[src/rtl/board_dump_uart_tx_pkg.sv]
// Shared Game of Life board definitions used by the board dump path:
// board geometry, the ASCII characters emitted per cell / line end, and the
// dump FSM state encoding.
package board_dump_uart_tx_pkg;

  localparam int GOL_ROWS   = 16;
  localparam int GOL_COLS   = 20;
  localparam int GOL_ADDR_W = 4;

  localparam logic [7:0] CH_ALIVE = 8'h23;  // '#'
  localparam logic [7:0] CH_DEAD  = 8'h2E;  // '.'
  localparam logic [7:0] CH_CR    = 8'h0D;
  localparam logic [7:0] CH_LF    = 8'h0A;

  typedef enum logic [2:0] {
    ST_IDLE,
    ST_FETCH,
    ST_LATCH,
    ST_SEND,
    ST_CR,
    ST_LF,
    ST_WAIT_LAST
  } dump_state_t;

endpackage

[src/rtl/uart_tx_byte.sv]
// 8N1 UART byte transmitter, LSB first, one bit every DIV = CLK_HZ/BAUD clocks.
// Ports:
//   clk_50MHz_i     system clock
//   rst_async_la_i  async active-low reset (line returns high immediately)
//   data_i/valid_i  byte offered; transfers on a cycle with valid_i && ready_o
//   ready_o         transmitter free (idle, or in the last cycle of a stop bit)
//   tx_o            serial line, idles high
module uart_tx_byte #(
  parameter int CLK_HZ = 50000000,
  parameter int BAUD   = 115200
) (
  input  logic       clk_50MHz_i,
  input  logic       rst_async_la_i,
  input  logic [7:0] data_i,
  input  logic       valid_i,
  output logic       ready_o,
  output logic       tx_o
);

  localparam int DIV = CLK_HZ / BAUD;
  localparam int CW  = (DIV > 1) ? $clog2(DIV) : 1;
  localparam logic [CW-1:0] DIV_M1 = CW'(DIV - 1);

  logic          busy;
  logic [CW-1:0] baud_cnt;
  logic [3:0]    bit_cnt;   // 0 start, 1..8 data, 9 stop
  logic [8:0]    shreg;     // remaining data bits plus stop bit
  logic          bit_end;
  logic          last_cyc;

  assign bit_end  = (baud_cnt == DIV_M1);
  assign last_cyc = busy && bit_end && (bit_cnt == 4'd9);
  // Accepting in the final stop-bit cycle lets the next start bit begin
  // right after the stop bit, keeping every bit exactly DIV clocks.
  assign ready_o  = !busy || last_cyc;

  always_ff @(posedge clk_50MHz_i or negedge rst_async_la_i) begin
    if (!rst_async_la_i) begin
      busy     <= 1'b0;
      baud_cnt <= '0;
      bit_cnt  <= '0;
      shreg    <= '0;
      tx_o     <= 1'b1;
    end else if (valid_i && ready_o) begin
      busy     <= 1'b1;
      baud_cnt <= '0;
      bit_cnt  <= '0;
      shreg    <= {1'b1, data_i};
      tx_o     <= 1'b0;
    end else if (busy) begin
      if (bit_end) begin
        baud_cnt <= '0;
        if (bit_cnt == 4'd9) begin
          busy    <= 1'b0;
          bit_cnt <= '0;
        end else begin
          bit_cnt <= bit_cnt + 4'd1;
          tx_o    <= shreg[0];
          shreg   <= {1'b0, shreg[8:1]};
        end
      end else begin
        baud_cnt <= baud_cnt + 1'b1;
      end
    end
  end

endmodule

[src/rtl/board_dump_uart_tx.sv]
// Dumps the Game of Life board as ASCII over UART: per row, COLS chars
// ('#' set / '.' clear, leftmost = MSB) then CR LF.
// Ports:
//   clk_50MHz_i     system clock
//   rst_async_la_i  async active-low reset
//   start_i         one-shot start pulse (ignored while busy or during done_o)
//   ram_addr_o      row address to the synchronous RAM read port
//   ram_data_i      row data, valid one cycle after ram_addr_o
//   tx_o            UART line
//   busy_o          dump in progress (top level muxes the RAM port on this)
//   done_o          one-cycle pulse once the last stop bit has finished
module board_dump_uart_tx
  import board_dump_uart_tx_pkg::*;
#(
  parameter int CLK_HZ = 50000000,
  parameter int BAUD   = 115200,
  parameter int ROWS   = GOL_ROWS,
  parameter int COLS   = GOL_COLS,
  parameter int ADDR_W = GOL_ADDR_W
) (
  input  logic              clk_50MHz_i,
  input  logic              rst_async_la_i,
  input  logic              start_i,
  output logic [ADDR_W-1:0] ram_addr_o,
  input  logic [COLS-1:0]   ram_data_i,
  output logic              tx_o,
  output logic              busy_o,
  output logic              done_o
);

  localparam int COL_W = (COLS > 1) ? $clog2(COLS) : 1;
  localparam logic [COL_W-1:0]  COL_LAST = COL_W'(COLS - 1);
  localparam logic [ADDR_W-1:0] ROW_LAST = ADDR_W'(ROWS - 1);

  dump_state_t       state;
  logic [ADDR_W-1:0] row;
  logic [COL_W-1:0]  col;
  logic [COLS-1:0]   shreg;
  logic              tx_valid;
  logic              tx_ready;
  logic [7:0]        tx_data;
  logic              accept;

  always_comb begin
    tx_valid = 1'b0;
    tx_data  = CH_LF;
    case (state)
      ST_SEND: begin
        tx_valid = 1'b1;
        tx_data  = shreg[COLS-1] ? CH_ALIVE : CH_DEAD;
      end
      ST_CR: begin
        tx_valid = 1'b1;
        tx_data  = CH_CR;
      end
      ST_LF: begin
        tx_valid = 1'b1;
        tx_data  = CH_LF;
      end
      default: ;
    endcase
  end

  assign accept = tx_valid && tx_ready;

  always_ff @(posedge clk_50MHz_i or negedge rst_async_la_i) begin
    if (!rst_async_la_i) begin
      state      <= ST_IDLE;
      row        <= '0;
      col        <= '0;
      shreg      <= '0;
      ram_addr_o <= '0;
      busy_o     <= 1'b0;
      done_o     <= 1'b0;
    end else begin
      done_o <= 1'b0;
      case (state)
        ST_IDLE: begin
          // done_o high means we are in the cycle right after a dump ended;
          // a start there is dropped rather than chaining a second dump.
          if (start_i && !done_o) begin
            state      <= ST_FETCH;
            busy_o     <= 1'b1;
            row        <= '0;
            ram_addr_o <= '0;
          end
        end
        ST_FETCH: state <= ST_LATCH;
        ST_LATCH: begin
          shreg <= ram_data_i;
          col   <= '0;
          state <= ST_SEND;
        end
        ST_SEND: begin
          if (accept) begin
            shreg <= {shreg[COLS-2:0], 1'b0};
            if (col == COL_LAST) state <= ST_CR;
            else                 col   <= col + 1'b1;
          end
        end
        ST_CR: if (accept) state <= ST_LF;
        ST_LF: begin
          // The next row is fetched while LF is still on the wire, so rows
          // stream with no gap between frames.
          if (accept) begin
            if (row == ROW_LAST) begin
              state <= ST_WAIT_LAST;
            end else begin
              row        <= row + 1'b1;
              ram_addr_o <= row + 1'b1;
              state      <= ST_FETCH;
            end
          end
        end
        ST_WAIT_LAST: begin
          // ready rises in the final stop-bit cycle: the line is done at
          // this edge.
          if (tx_ready) begin
            done_o     <= 1'b1;
            busy_o     <= 1'b0;
            row        <= '0;
            col        <= '0;
            ram_addr_o <= '0;
            state      <= ST_IDLE;
          end
        end
        default: state <= ST_IDLE;
      endcase
    end
  end

  uart_tx_byte #(
    .CLK_HZ (CLK_HZ),
    .BAUD   (BAUD)
  ) u_tx (
    .clk_50MHz_i    (clk_50MHz_i),
    .rst_async_la_i (rst_async_la_i),
    .data_i         (tx_data),
    .valid_i        (tx_valid),
    .ready_o        (tx_ready),
    .tx_o           (tx_o)
  );

endmodule
[config.mk]
export PLATFORM = sky130hd
export DESIGN_NAME = board_dump_uart_tx
export DESIGN_NICKNAME = d
export VERILOG_FILES = /design/src/rtl/board_dump_uart_tx_pkg.sv /design/src/rtl/uart_tx_byte.sv /design/src/rtl/board_dump_uart_tx.sv
export SDC_FILE = /design/constraint.sdc
export NUM_CORES = 1
export LEC_CHECK = 0
export ABC_AREA = 1
export CORE_UTILIZATION = 40
export DETAILED_ROUTE_END_ITERATION = 6
export PLACE_DENSITY = 0.58
export SETUP_SLACK_MARGIN = 0.5
export SLEW_MARGIN = 20
export SYNTH_ARGS = -nofsm -noshare
export SYNTH_HDL_FRONTEND = slang
export SYNTH_SLANG_ARGS = --single-unit
[constraint.sdc]
create_clock -name clk_50MHz_i -period 2.1 [get_ports clk_50MHz_i]
set_input_delay 0.21 -clock clk_50MHz_i [delete_from_list [all_inputs] [get_ports clk_50MHz_i]]
set_output_delay 0.21 -clock clk_50MHz_i [all_outputs]
set_load 0.1 [all_outputs]
# Yosys cells after proc, flatten, opt, wreduce, memory -nomap -nowiden
# Cells that the tools add are included.
[totals]
word_cells = 102
regBits = 58
[classes]
n_mux = 46
eq_ne = 19
n_reduce_logical = 22
n_addsub = 4
[ops]
columns = ["op", "count"]
rows = [
  ["$mux W9", 7],
  ["$pmux W20 S2", 1],
  ["$mux W4", 9],
  ["$mux W3", 7],
  ["$pmux W3 S7", 1],
  ["$mux W20", 1],
  ["$ne A2 B2 Y1 const B", 8],
  ["$mux W5", 3],
  ["$pmux W5 S3", 1],
  ["$mux W1", 13],
  ["$pmux W4 S3", 1],
  ["$pmux W6 S2", 1],
  ["$add A9 B1 Y9 const B", 1],
  ["$eq A3 B3 Y1 const B", 3],
  ["$eq A9 B9 Y1 const B", 1],
  ["$add A4 B1 Y4 const B", 2],
  ["$eq A4 B4 Y1 const B", 2],
  ["$reduce_bool A2 Y1", 4],
  ["$eq A3 B2 Y1 const B", 2],
  ["$reduce_and A3 Y1", 2],
  ["$reduce_and A6 Y1", 1],
  ["$reduce_bool A3 Y1", 2],
  ["$add A5 B1 Y5 const B", 1],
  ["$eq A5 B5 Y1 const B", 1],
  ["other kinds (11)", 16],
]

# Logic depth before layout (Yosys ltp)
[depth]
depth_word = 7
ltp_mapped = 12
depth_no_buf = 11

# Hierarchy
# Synthesis repeated with hierarchy kept, for this count alone.
[hier_totals]
cells_unflattened = 443
area_unflattened_um2 = 3375.7
[modules_own_cells]
columns = ["mod", "seq_area_each_um2", "n_inst", "area_per_inst_um2", "cells_each"]
rows = [
  ["board_dump_uart_tx", 850.8, 1, 2035.7, 277],
  ["uart_tx_byte", 601.8, 1, 1340.0, 166],
]

# Worst setup path before layout
# No wires, ideal clock.
[synth_path]
path_type = "reg2reg"
startpoint = "register row[0]"
endpoint = "register row[2]"
path_stages_with_launch = 12
t_arrival_ns = 1.966
setup_ns = 0.083
setup_slack_ns = 0.051
synth_period_minus_slack_ns = 2.049
required_time_ns = 2.017
cell_sequence = "dfrtp_1 -> ha_1 -> nand2_1 -> inv_1 -> nand2_1 -> nor2_1 -> inv_1 -> nand2_1 -> nor2_1 -> nand2_1 -> nand2_1 -> o21ai_0"
[synth_via]
elab_chain_len = 4
[synth_rtl]
columns = ["element", "line_no", "rtl"]
rows = [
  ["start, declared", "board_dump_uart_tx.sv:36", "logic [ADDR_W-1:0] row;"],
  ["start signal, assigned", "board_dump_uart_tx.sv:109", "row <= row + 1'b1;"],
  ["$add A4 B1 Y4", "board_dump_uart_tx.sv:109", ""],
  ["$mux W4", "board_dump_uart_tx.sv:106", "if (row == ROW_LAST) begin"],
  ["$mux W4", "board_dump_uart_tx.sv:105", "if (accept) begin"],
  ["$pmux W4 S3", "board_dump_uart_tx.sv:77", "case (state)"],
]
# Several ways; a longest one is shown, not always the timed one. The select of a mux whose other input is x is not followed.
# A chain may end at the register's enable or synchronous reset.

# Final worst setup path
[layout_path]
startpoint = "register u_tx.baud_cnt[1]"
endpoint = "register shreg[17]"
[layout_via]
elab_chain_len = 7
[layout_rtl]
columns = ["element", "line_no", "rtl"]
rows = [
  ["start, declared", "uart_tx_byte.sv:25", "logic [CW-1:0] baud_cnt;"],
  ["start signal, assigned", "uart_tx_byte.sv:62", "baud_cnt <= baud_cnt + 1'b1;"],
  ["$eq A9 B9 Y1", "uart_tx_byte.sv:31", "assign bit_end = (baud_cnt == DIV_M1);"],
  ["$logic_and A1 B1 Y1 (2 in series)", "uart_tx_byte.sv:32", "assign last_cyc = busy && bit_end && (bit_cnt == 4'd9);"],
  ["$logic_or A1 B1 Y1", "uart_tx_byte.sv:35", "assign ready_o = !busy || last_cyc;"],
  ["$logic_and A1 B1 Y1", "board_dump_uart_tx.sv:64", "assign accept = tx_valid && tx_ready;"],
  ["$ne A2 B2 Y1 (no line)", "--", ""],
  ["$reduce_and A2 Y1 (no line)", "--", ""],
  ["end signal, assigned", "board_dump_uart_tx.sv:90", "shreg <= ram_data_i;"],
  ["end signal, assigned", "board_dump_uart_tx.sv:96", "shreg <= {shreg[COLS-2:0], 1'b0};"],
  ["end, declared", "board_dump_uart_tx.sv:38", "logic [COLS-1:0] shreg;"],
]
# Every way passes these cells.

==> run_results.csv <==
group,metric,value,unit
setup_path,worst_ep_arrival_time,1890,ps
global_routing,grt_max_degree,59,
setup_path,critical_path_required,2320,ps
run,drv_cap,0,
detailed_routing,ant_nets,0,
synth,synth_common_cells,"190 x nand2_1, 57 x dfrtp_1, 35 x nand3_1",
global_routing,grt_pass1_vias,2769,
global_routing,antenna_found_initial,0,
synth,syn_area_per_cell,7.75,µm²
final_layout,drive_gt1_share,30.3,%
cts,cts-root-buf,"clkbuf_8",
detailed_routing,wl_per_cell,12.5,µm
cts,clockBufferDepth,2,
floorplanning,die_h,94.0,µm
synth,synth.distinct_cells,35,
timing,finClkSkew,9.22,ps
synth,synth_top_area_share,42.1,%
timing,hold_violations,0,
setup_path,path_common_cell,"nand2_8",
run_status,status,"complete, no violations",
detailed_routing,viasPerCell,4.83,
final_layout,nFillCells,763,
cts,insertion_delay,340,ps
detailed_routing,drcViolationCount,0,
detailed_routing,via_count,2926,
synth,yosysMostFrequentCell,"nand2_1",
setup_path,critPathKind,"flop to flop",
global_routing,overflow,0,
detailed_routing,finalWirelength,7580,µm
power,powerDensity,495,mW/mm²
floorplanning,pin_count,30,
timing,slew_violations,0,
timing,maxSlewHeadroom,71.6,%
place,portBuffers,29,
detailed_routing,dr.pass1.iters,4,
timing,tightestPinTransition,426,ps
timing,rsz0062_at_grt,"yes",
setup_path,rrSetupSlack,430,ps
synth,ys_seq_area_share,42.9,%
setup_path,critPathMaxFanout,8,
synth,synth_top_area_cell,"dfrtp_1",
cts,cts_inserted_buffers,9,
synth,ys_ff_latch,58,
floorplanning,die_width,94.0,µm
cts,clock-sinks,58,
final_layout,final_core_util,54.2,%
global_routing,grt.total_usage,18.5,%
setup_path,slowest_stage,"dfrtp_1",
floorplanning,start_util,41.2,%
setup_path,path_cells,"inv_2 > ha_4 > nand2_4 > nor2_4 > nand2_4 > nand2_8 > nand2_8 > nand2_8 > nand2_8 > clkbuf_16 > nand2_1 > nand2_1",
timing,setup_tns,0,ps
synth,syn_inst,437,
floorplanning,core,0.00822,mm²
synth,synth_edf_count,0,
final_layout,fin_nets,525,
timing,fin_crit_sh,79.3,%
place,hpwlAfterDp,4720,µm
detailed_routing,first_iter_violations,193,
worst_hold_path,hp-class,"primary input to async pin",
synth,yosys_warnings,0,
timing,period_needed,1670,ps
setup_path,critPathCaptureType,"flop",
setup_path,critPathLaunchType,"flop",
cts,h-tree-depth,3,
global_routing,grt_first_pass_wirelength,12700,µm
synth,syn-num-nets,466,
place,routabilityCongestion,0.790,
floorplanning,dieArea,0.00884,mm²
power,max-vdd-ir-drop,0.252,mV
final_layout,area_delta_synth_final,31.4,%
final_layout,num_antenna_cells,0,
synth,yosys-top-cells-area,"dfrtp_1 42%, nand2_1 21%, nand3_1 5.2%, nand3_2 3.0%, nor2_1 2.5%",
synth,synth_ff_type,"dfrtp_1",
cts,cts_tree,"done",
synth,async_flop_share,100,%
timing,setup_viol,0,
synth,synth_area,0.00339,mm²
timing,fmax,600,MHz
cts,clkSlewWorstSetupHoldPaths,70,ps
power,p_leak,0.00209,µW
setup_path,critPathMaxStageDelay,410,ps
floorplanning,num_rows,33,
## per-layer routing
metal | global-route usage, % | share of wire, % | wire length (µm) | vias up
met5 | 0 | 0 | 0 | -
met4 | 5.77 | 0.80 | 61 | 0
li1 | - | - | - | 1506
met3 | 4.85 | 2.8 | 213 | 7
met2 | 30.0 | 49 | 3720 | 35
met1 | 24.0 | 47 | 3590 | 1378
## what timing repair did
action,CTS,global route
pin swaps,3,19
gates resized for setup,10,68
endpoints found under the hold margin,57,0
setup buffers,11,11
endpoints found under the setup margin,51,53
hold buffers,1,0
gates cloned,0,3
## flip-flops by register name, indices dropped and copies added (netlist names), 3 cells and up
name and flops:
shreg 20, u_tx.baud_cnt 9, u_tx.shreg 9, col 5, row 4, u_tx.bit_cnt 4, state 3
## final cells by class
| cell class | instances | area [µm²] | share of cell area [%] |
|---|---|---|---|
| clock buffers | 14 | 183 | 4.10 |
| clock inverters | 2 | 10.0 | 0.225 |
| inverters | 30 | 130 | 2.92 |
| multi-input cells | 334 | 1920 | 43.1 |
| flip-flops and latches | 58 | 1470 | 33.0 |
| well taps | 105 | 131 | 2.95 |
| repair buffers | 63 | 608 | 13.7 |
## critical path, delay by kind of cell (launching register included)
family | cells | cell delay [ps]
adder cells (fa/ha/maj) | 1 | 130
buffers and inverters | 2 | 260
flip-flops | 1 | 410
AND/OR/NAND/NOR | 9 | 750
## through the flow
stage | std cells | setup WS [ps] | hold slack [ps] | total power [µW] | instance area, µm²
after floorplan | 437 | 503 | -85.6 | 1160 | 3410
after global placement | 564 | 253 | 247 | 1230 | 3760
after detailed placement | 564 | 209 | 244 | 1230 | 3760
after CTS | 592 | 486 | 424 | 2230 | 4090
after global routing | 606 | 363 | 440 | 2310 | 4450
final | 606 | 434 | 426 | 2200 | 4450
## placed cells by master, fill, tap and decap left out, types with 4 or more instances in the layout
| cell type | netlist | routed |
|---|---|---|
| nand3_1 | 35 | 33 |
| o21ai_2 | 2 | 4 |
| nand2_8 | 3 | 5 |
| a21oi_1 | 7 | 7 |
| nand2_2 | 5 | 25 |
| clkdlybuf4s50_1 | 0 | 21 |
| xor2_1 | 4 | 4 |
| inv_1 | 22 | 20 |
| buf_6 | 2 | 6 |
| o21ai_0 | 14 | 10 |
| nand2_4 | 4 | 9 |
| nor2_1 | 23 | 21 |
| nand3_4 | 3 | 4 |
| o21ai_1 | 4 | 5 |
| inv_2 | 7 | 6 |
| nand3_2 | 10 | 11 |
| nand2_1 | 190 | 163 |
| dfrtp_1 | 57 | 48 |
| buf_4 | 3 | 30 |
| nor2_4 | 5 | 5 |
| clkbuf_8 | 0 | 13 |
| dfrtp_2 | 0 | 7 |
## cells by family after synthesis
family | after synthesis | share of synthesized area (%)
AOI/OAI and AO/OA | 33 | 5.43
xor gates and xnor gates | 6 | 1.55
DFF | 58 | 42.9
buffers and inverters | 45 | 6.87
adders and majority gates | 6 | 2.22
and+or+nand+nor | 289 | 41.1
## power by group
group	total, µW	internal [µW]	switching [µW]
combinational	87.3	47.9	39.4
clock	998	554	443
sequential	1120	1120	0
total	2200	1720	483
## final timing paths
path | from | depth (start not counted) | to
setup / recovery | u_tx.baud_cnt[1] | 12 | shreg[17]
hold / removal | rst_async_la_i | 3 | row[2]
setup reg to reg | u_tx.baud_cnt[1] | 12 | shreg[17]
hold reg to reg | u_tx.tx_o | 2 | u_tx.tx_o
max in group asynchronous | rst_async_la_i | 3 | u_tx.tx_o
min in group clk_50MHz_i | ram_data_i[0] | 3 | shreg[0]
(Power assumes the default switching activity.)
